File: src/rtl/pulse_indicator_if.sv
// Event/status bundle between control logic and the LED flasher.
interface pulse_indicator_if #(
    parameter int PEND_W = 4
);
    logic              pulse;
    logic              clear;
    logic              led;
    logic              busy;
    logic [PEND_W-1:0] pending;
    logic              overflow;

    modport master (output pulse, clear, input led, busy, pending, overflow);
    modport slave  (input pulse, clear, output led, busy, pending, overflow);
endinterface

File: src/rtl/pulse_indicator.sv
// Turns single-cycle event pulses into fixed-length LED flashes, one flash
// per event, with a saturating queue of events that arrive mid-flash.
module pulse_indicator #(
    parameter int TICK_MAX  = 1000000,
    parameter int ON_TICKS  = 50,
    parameter int OFF_TICKS = 50,
    parameter int PEND_W    = 4
) (
    input  logic               clk,
    input  logic               rst_n,
    pulse_indicator_if.slave   bus
);
    localparam int PH_MAX = (ON_TICKS > OFF_TICKS) ? ON_TICKS : OFF_TICKS;
    localparam int PH_W   = $clog2(PH_MAX + 1);
    localparam int PS_W   = $clog2(TICK_MAX);
    localparam logic [PS_W-1:0]   PS_LAST  = PS_W'(TICK_MAX - 1);
    localparam logic [PEND_W-1:0] PEND_MAX = '1;

    typedef enum logic [1:0] {IDLE = 2'd0, ON = 2'd1, OFF = 2'd2} state_t;

    state_t            state, nxt;
    logic [PS_W-1:0]   ps;
    logic [PH_W-1:0]   phase;
    logic [PEND_W-1:0] pend;
    logic              ovf;
    logic              tick, phase_end, start;
    logic              enter_on, enter_off;
    logic              inc, dec, ovf_set;

    // Next-state and per-cycle event decode.
    always_comb begin
        nxt       = state;
        tick      = (ps == PS_LAST);
        phase_end = tick && (phase == PH_W'(1));
        start     = bus.pulse || (pend != '0);
        case (state)
            IDLE:    if (start) nxt = ON;
            ON:      if (phase_end) nxt = OFF;
            OFF:     if (phase_end) nxt = start ? ON : IDLE;
            default: nxt = IDLE;
        endcase
        enter_on  = (nxt == ON)  && (state != ON);
        enter_off = (nxt == OFF) && (state != OFF);
        inc       = bus.pulse;
        // A pulse that itself starts a flash is consumed immediately.
        dec       = enter_on && ((pend != '0) || bus.pulse);
        ovf_set   = inc && !dec && (pend == PEND_MAX);
    end

    // State register; led/busy registered from the next state so the
    // outputs line up with the state and reset drops them at once.
    always_ff @(posedge clk or negedge rst_n) begin
        if (!rst_n) begin
            state    <= IDLE;
            bus.led  <= 1'b0;
            bus.busy <= 1'b0;
        end else begin
            state    <= nxt;
            bus.led  <= (nxt == ON);
            bus.busy <= (nxt != IDLE);
        end
    end

    // Prescaler and phase counter, restarted on every phase entry so each
    // phase is exactly N ticks long.
    always_ff @(posedge clk or negedge rst_n) begin
        if (!rst_n) begin
            ps    <= '0;
            phase <= '0;
        end else begin
            if (enter_on || enter_off || state == IDLE || tick)
                ps <= '0;
            else
                ps <= ps + PS_W'(1);

            if (enter_on)
                phase <= PH_W'(ON_TICKS);
            else if (enter_off)
                phase <= PH_W'(OFF_TICKS);
            else if (tick && state != IDLE)
                phase <= phase - PH_W'(1);
        end
    end

    // Saturating pending queue and sticky overflow (set beats clear).
    always_ff @(posedge clk or negedge rst_n) begin
        if (!rst_n) begin
            pend <= '0;
            ovf  <= 1'b0;
        end else begin
            case ({inc, dec})
                2'b10:   if (pend != PEND_MAX) pend <= pend + PEND_W'(1);
                2'b01:   pend <= pend - PEND_W'(1);
                default: pend <= pend;
            endcase
            if (ovf_set)
                ovf <= 1'b1;
            else if (bus.clear)
                ovf <= 1'b0;
        end
    end

    assign bus.pending  = pend;
    assign bus.overflow = ovf;
endmodule
File: src/flat_wrapper.sv
// flat-port wrapper written by rule: the top's interface ports become plain ports
module pulse_indicator_flat 
#(
    parameter int TICK_MAX  = 1000000,
    parameter int ON_TICKS  = 50,
    parameter int OFF_TICKS = 50,
    parameter int PEND_W    = 4
)
  (clk, rst_n, bus_pulse, bus_clear, bus_led, bus_busy, bus_pending, bus_overflow);
  pulse_indicator_if #(.PEND_W(PEND_W)) bus_i ();
  input  logic clk;
  input  logic rst_n;
  input wire logic [$bits(bus_i.pulse)-1:0] bus_pulse;
  input wire logic [$bits(bus_i.clear)-1:0] bus_clear;
  output wire logic [$bits(bus_i.led)-1:0] bus_led;
  output wire logic [$bits(bus_i.busy)-1:0] bus_busy;
  output wire logic [$bits(bus_i.pending)-1:0] bus_pending;
  output wire logic [$bits(bus_i.overflow)-1:0] bus_overflow;
  assign bus_i.pulse = bus_pulse;
  assign bus_i.clear = bus_clear;
  assign bus_led = bus_i.led;
  assign bus_busy = bus_i.busy;
  assign bus_pending = bus_i.pending;
  assign bus_overflow = bus_i.overflow;
  pulse_indicator #(.TICK_MAX(TICK_MAX), .ON_TICKS(ON_TICKS), .OFF_TICKS(OFF_TICKS), .PEND_W(PEND_W)) u_core (.clk(clk), .rst_n(rst_n), .bus(bus_i));
endmodule
File: config.mk
export PLATFORM = sky130hd
export DESIGN_NAME = pulse_indicator_flat
export DESIGN_NICKNAME = d
export VERILOG_FILES = /design/src/rtl/pulse_indicator_if.sv /design/src/rtl/pulse_indicator.sv /design/src/flat_wrapper.sv
export SDC_FILE = /design/constraint.sdc
export NUM_CORES = 1
export LEC_CHECK = 0
export CORE_UTILIZATION = 50
export CTS_CLUSTER_DIAMETER = 40
export DETAILED_ROUTE_END_ITERATION = 7
export GPL_ROUTABILITY_DRIVEN = 0
export PLACE_DENSITY_LB_ADDON = 0.08
export SLEW_MARGIN = 25
export SYNTH_ARGS = -nofsm -noshare
export SYNTH_HDL_FRONTEND = slang
export SYNTH_SLANG_ARGS = --single-unit
File: constraint.sdc
create_clock -name clk -period 4.1 [get_ports clk]
set_input_delay 0.82 -clock clk [delete_from_list [all_inputs] [get_ports clk]]
set_output_delay 0.82 -clock clk [all_outputs]
set_load 0.1 [all_outputs]
### Word level (Yosys, flattened, before mapping)

Index checks and enable logic that the tools add are counted.
W data, S select, Z words.

* bits in registers: 35
* latch bits: 0
* RAM bits: 0
* bits in read-only memories: 0
* memories: 0

* $add $sub $neg: 4
* multiply operators: 0
* divide/modulo/power cells: 0
* magnitude comparators: 0
* equal/unequal tests: 13
* shift operators: 0
* muxes and demuxes: 13
* bitwise operators: 0
* reduce and logical (&&, ||, !) cells: 20

Operators with widths (count)
* $add A20 B1 Y20 const B: 1
* $eq A20 B20 Y1 const B: 1
* $mux W20: 1
* $mux W6: 3
* $pmux W4 S2: 1
* $reduce_bool A2 Y1: 4
* $logic_and A1 B1 Y1: 7
* $eq A2 B1 Y1 const B: 3
* $eq A2 B2 Y1 const B: 3
* $eq A6 B1 Y1 const B: 1
* $mux W2: 3
* $pmux W2 S3: 1
* $sub A6 B1 Y6 const B: 1
* $add A4 B1 Y4 const B: 1
* $eq A4 B4 Y1 const B: 1
* $logic_or A1 B1 Y1: 4
* $mux W4: 1
* $ne A2 B1 Y1 const B: 2
* $ne A4 B4 Y1 const B: 1
* $reduce_bool A4 Y1: 1
* $sub A4 B1 Y4 const B: 1
* $mux W1: 3
* $reduce_bool A3 Y1: 1
* $logic_not A2 Y1: 1
* other kinds (3): 3

### Longest topological paths before layout

* depth in word-level cells: 12
* gate-level depth with buffers: 12
* depth with buffers taken out: 11

### Least setup slack after synthesis

Ideal clock, no wire load.

* path kind: reg-to-reg
* start: register u_core.pend[1], in the netlist u_core.bus.pending[1]
* end: register u_core.pend[2], in the netlist u_core.bus.pending[2]
* library setup time: 163 ps
* arrival time: 2955 ps
* path slack: 982 ps
* cell stages (with the launch flop): 11
* clock period less this slack: 3118 ps
* path through: dfrtp_1 or4_1 o21ai_1 or2_1 buf_2 nor2_1 xor2_1 ha_1 or3_1 o22ai_2 xor2_1

* word-level cells in the longest chain between the ends: 11
* elaborated cells on any way between the ends: 19
* classes of those cells: 2 x add/sub; 5 x eq/ne; 6 x mux; 6 x reduce/logical

RTL lines
* start: declaration: RTL line pulse_indicator.sv:24 `logic [PEND_W-1:0] pend;`
* start signal: assignment: RTL line pulse_indicator.sv:92 `2'b10: if (pend != PEND_MAX) pend <= pend + PEND_W'(1);`
* start signal: assignment: RTL line pulse_indicator.sv:93 `2'b01: pend <= pend - PEND_W'(1);`
* start signal: assignment: RTL line pulse_indicator.sv:94 `default: pend <= pend;`
* $reduce_bool A4 Y1: RTL line pulse_indicator.sv:35, pulse_indicator.sv:46
* $logic_or A1 B1 Y1: RTL line pulse_indicator.sv:35, pulse_indicator.sv:46
* $mux W1: RTL line pulse_indicator.sv:39 `OFF: if (phase_end) nxt = start ? ON : IDLE;`
* $mux W2: RTL line pulse_indicator.sv:39
* $pmux W2 S3: RTL line pulse_indicator.sv:36 `case (state)`
* $eq A2 B1 Y1: RTL line pulse_indicator.sv:42 `enter_on = (nxt == ON) && (state != ON);`
* $logic_and A1 B1 Y1: RTL line pulse_indicator.sv:42
* $logic_and A1 B1 Y1: RTL line pulse_indicator.sv:46 `dec = enter_on && ((pend != '0) || bus.pulse);`
* $eq A2 B2 Y1 or $eq A2 B1 Y1 (tied branches): RTL line pulse_indicator.sv:91 `case ({inc, dec})`
* $ne A2 B1 Y1 (no source line) or $reduce_bool A2 Y1 (tied branches)
* $reduce_and A2 Y1 (no source line)

Parallel ways exist; a longest one is shown, timed or not. The select of a mux whose other input is x is not followed.
A chain may end at the register's enable or synchronous reset.

### Final worst setup path

* start: input port bus_pulse
* end: register u_core.pend[2], in the netlist u_core.bus.pending[2]

* word-level cells in the longest chain between the ends: 10
* elaborated cells on any way between the ends: 14
* classes of those cells: 4 x eq/ne; 5 x mux; 5 x reduce/logical

RTL lines
* start: declaration: RTL line flat_wrapper.sv:13 `input wire logic [$bits(bus_i.pulse)-1:0] bus_pulse;`
* $logic_or A1 B1 Y1: RTL line pulse_indicator.sv:35, pulse_indicator.sv:46
* $mux W1: RTL line pulse_indicator.sv:39
* $mux W2: RTL line pulse_indicator.sv:39
* $pmux W2 S3: RTL line pulse_indicator.sv:36
* $eq A2 B1 Y1: RTL line pulse_indicator.sv:42
* $logic_and A1 B1 Y1: RTL line pulse_indicator.sv:42
* $logic_and A1 B1 Y1: RTL line pulse_indicator.sv:46
* $eq A2 B2 Y1 or $eq A2 B1 Y1 (tied branches): RTL line pulse_indicator.sv:91
* $ne A2 B1 Y1 (no source line) or $reduce_bool A2 Y1 (tied branches)
* $reduce_and A2 Y1 (no source line)

Parallel ways exist; a longest one is shown, timed or not.

==> results.cfg <==
[status]
status = completed

[floorplan]
coreArea_um2 = 3390
core.rowCount = 21
die_h_um = 62.0
boundaryPins = 11
initial_utilization_pct = 53.2
fp.dieW_um = 62.0
die_area_um2 = 3850

[synthesis]
synthMostInstantiatedCell = dfrtp_1
synth_nets = 194
yosysTopAreaCellShare_pct = 48.6
syn_area_um2 = 1800
synth_area_leaders = dfrtp_1, xor2_1, nor2_1, xnor2_1, nand2_1
synth_edf_count = 0
synth_flop_cell = dfrtp_1
synth_cell_types = 39
synth_seq_cells = 35
post_synth_inst_count = 186
async_reset_ff_share_pct = 100
yosys_warnings = 0
yosysTopAreaCell = dfrtp_1
synth-seq-area-share_pct = 48.6
avgSynthCellArea_um2 = 9.69
synth_commonest_cells = dfrtp_1, nor2_1, nand2_1

[global_route]
grt_pass1_wl_um = 5720
grtUsageTotal_pct = 21.3
grt_start_max_net_pins = 36
grt_pass1_vias = 1277
antenna_found_initial = 0
grt_overflow_total = 0

[drt]
num_vias = 1341
antenna_left = 0
first_iter_violations = 110
viasPerCell = 5.41
firstDrtPassIters = 4
routed_wl_um = 3290
route.detailed.drc = 0
wl_per_cell_um = 13.3

[setup_path]
path_delay_family = simple AND/OR/NAND/NOR gates
crit_arrival_ns = 3.62
critPathSlowestCell = or4_1
cp-start-kind = input port
crit_top_cell = xor2_1
crit_path_cell_trace = clkdlybuf4s50_1, or4_1, o21ai_1, buf_4, or2_1, nor2_1, xor2_1, ha_1, or3_1, o22ai_2, xor2_1
reg2reg_from = u_core.ps[10]$_DFF_PN0_
reg2reg_slack_ns = 1.14
critPathMaxStageDelay_ns = 0.63
crit_fanout = 7
path_buf_inv = 2
crit_required_ns = 4.38
rr_worst_depth = 10
critical_path_class = input port to flop
endpoint_kind = flop
r2r-end = u_core.bus.pending[2]$_DFFE_PN0P_

[pwr]
internal-power_mw = 0.544
combPwrFrac_pct = 32.1
p_switching_mw = 0.364
switching_share_pct = 40.0
p_per_area_nw_per_um2 = 448
ir_drop_mv = 0.202
p_seq_share_pct = 43.9
power_frac_clock_pct = 24.1
p_leak_nw = 0.876

[timing]
rsz0062_at_grt = no
finalHoldViolCount = 0
min_period_over_period_pct = 81.3
fmax_mhz = 300
tns_ns = 0
tightest_slew_ns = 0.963
setup-violations-final = 0
fin_skew_ns = 0.00952
relSlewSlack_pct = 35.6
slew_viol_final = 0
period_needed_ns = 3.33

[clocking]
path_clk_slew_ns = 0.11
cts_sinks = 35
cts_setup_buffers = 0
ctsHtreeMaxLevel = 2
root_buffer = clkbuf_4
cts_tree = yes
cts_resized = 0
cts_max_path_buffers = 2
clk_latency_ns = 0.35
postCtsHoldBufs = 0
cts-buffers-inserted = 5

[worst_hold_path]
min_to = u_core.ps[0]$_DFF_PN0_
min_path_cells = 1
min_path_type = flop to flop
hold_start = u_core.ps[0]$_DFF_PN0_

[final_layout]
multiInputGateArea_um2 = 876
stdcell_area_um2 = 2030
fin_cells = 248
regArea_um2 = 876
syn2layout_area_growth_pct = 12.5
drive_gt1_share_pct = 7.43
final_nets = 209
fillerInstances = 286
n_antenna_cell = 0

[place]
port_buffers = 10
post-dp-hpwl_um = 2390
dp.cells = 240
placed_cell_area_um2 = 1960

[job]
cap_violations = 0
==> power by group through the flow <==
stage	Sequential [mW]	Combinational (mW)	Clock, mW
after detailed placement	0.405	0.291	0
after global routing	0.404	0.313	0.242
after floorplan	0.558	0.0645	0
after CTS	0.398	0.292	0.227
after global placement	0.405	0.286	0
final	0.398	0.291	0.219
==> per-stage QoR <==
step / utilization, % / power (mW) / hold slack [ns] / setup WS, ns
finish: 59.8 / 0.908 / 0.492 / 0.766
floorplan: - / 0.623 / 0.455 / 0.982
global placement: 57.8 / 0.691 / 0.483 / 0.543
CTS: 59.8 / 0.917 / 0.497 / 0.791
global route: 59.8 / 0.959 / 0.537 / 0.648
detailed placement: 57.8 / 0.696 / 0.482 / 0.435
==> layout by cell type (no fill, tap or decap), drive strengths merged, types with 5 or more instances in the layout <==
cell type,instances
a21oi,5
nand3,6
nor2,29
xnor2,12
nand2,19
or3,6
dfrtp,35
o21ai,5
clkdlybuf4s50,10
inv,9
xor2,13
clkbuf,8
==> sequential cells by signal (all words and copies together), names as in the netlist <==
register	flops
u_core.bus.busy	1
u_core.bus.led	1
u_core.bus.overflow	1
u_core.bus.pending	4
u_core.phase	6
u_core.ps	20
u_core.state	2
==> area by class of cell <==
type                    instances  share of cell area [%]
clock buffers                   8                    3.40
inverters                       9                    1.67
multi-input cells             138                    43.2
flip-flops and latches         35                    43.2
well taps                      46                    2.84
repair buffers                 12                    5.68
==> routing by layer <==
layer | vias up | wire [µm] | GRT usage (%)
li1 | 670 | - | -
met1 | 650 | 1640 | 27.4
met2 | 15 | 1490 | 32.5
met3 | 6 | 101 | 6.83
met4 | 0 | 56 | 9.84
met5 | - | 0 | 0
==> how the worst max path moves through the flow <==
stage	endpoint	from	depth (start not counted)	slack (ns)
2_1_floorplan	u_core.bus.pending[2]$_DFFE_PN0P_	u_core.bus.pending[1]$_DFFE_PN0P_	10	0.98
3_3_place_gp	u_core.bus.pending[2]$_DFFE_PN0P_	bus_pulse	11	0.54
3_5_place_dp	u_core.bus.pending[2]$_DFFE_PN0P_	bus_pulse	11	0.43
4_1_cts	u_core.bus.pending[2]$_DFFE_PN0P_	bus_pulse	11	0.79
5_1_grt	u_core.bus.pending[2]$_DFFE_PN0P_	bus_pulse	11	0.65
6_report	u_core.bus.pending[2]$_DFFE_PN0P_	bus_pulse	11	0.77
==> kinds of logic (layout without fill, tap and decap cells) <==
kind of cell / after synthesis / after routing / synth area share [%]
xor+xnor: 25 / 25 / 12.2
flops: 35 / 35 / 48.6
mux: 3 / 3 / 1.67
buf+inv: 13 / 29 / 2.78
fa+ha+maj: 4 / 4 / 2.78
compound gates: 21 / 21 / 7.92
simple gates: 85 / 85 / 24.1
(Power assumes the default switching activity.)
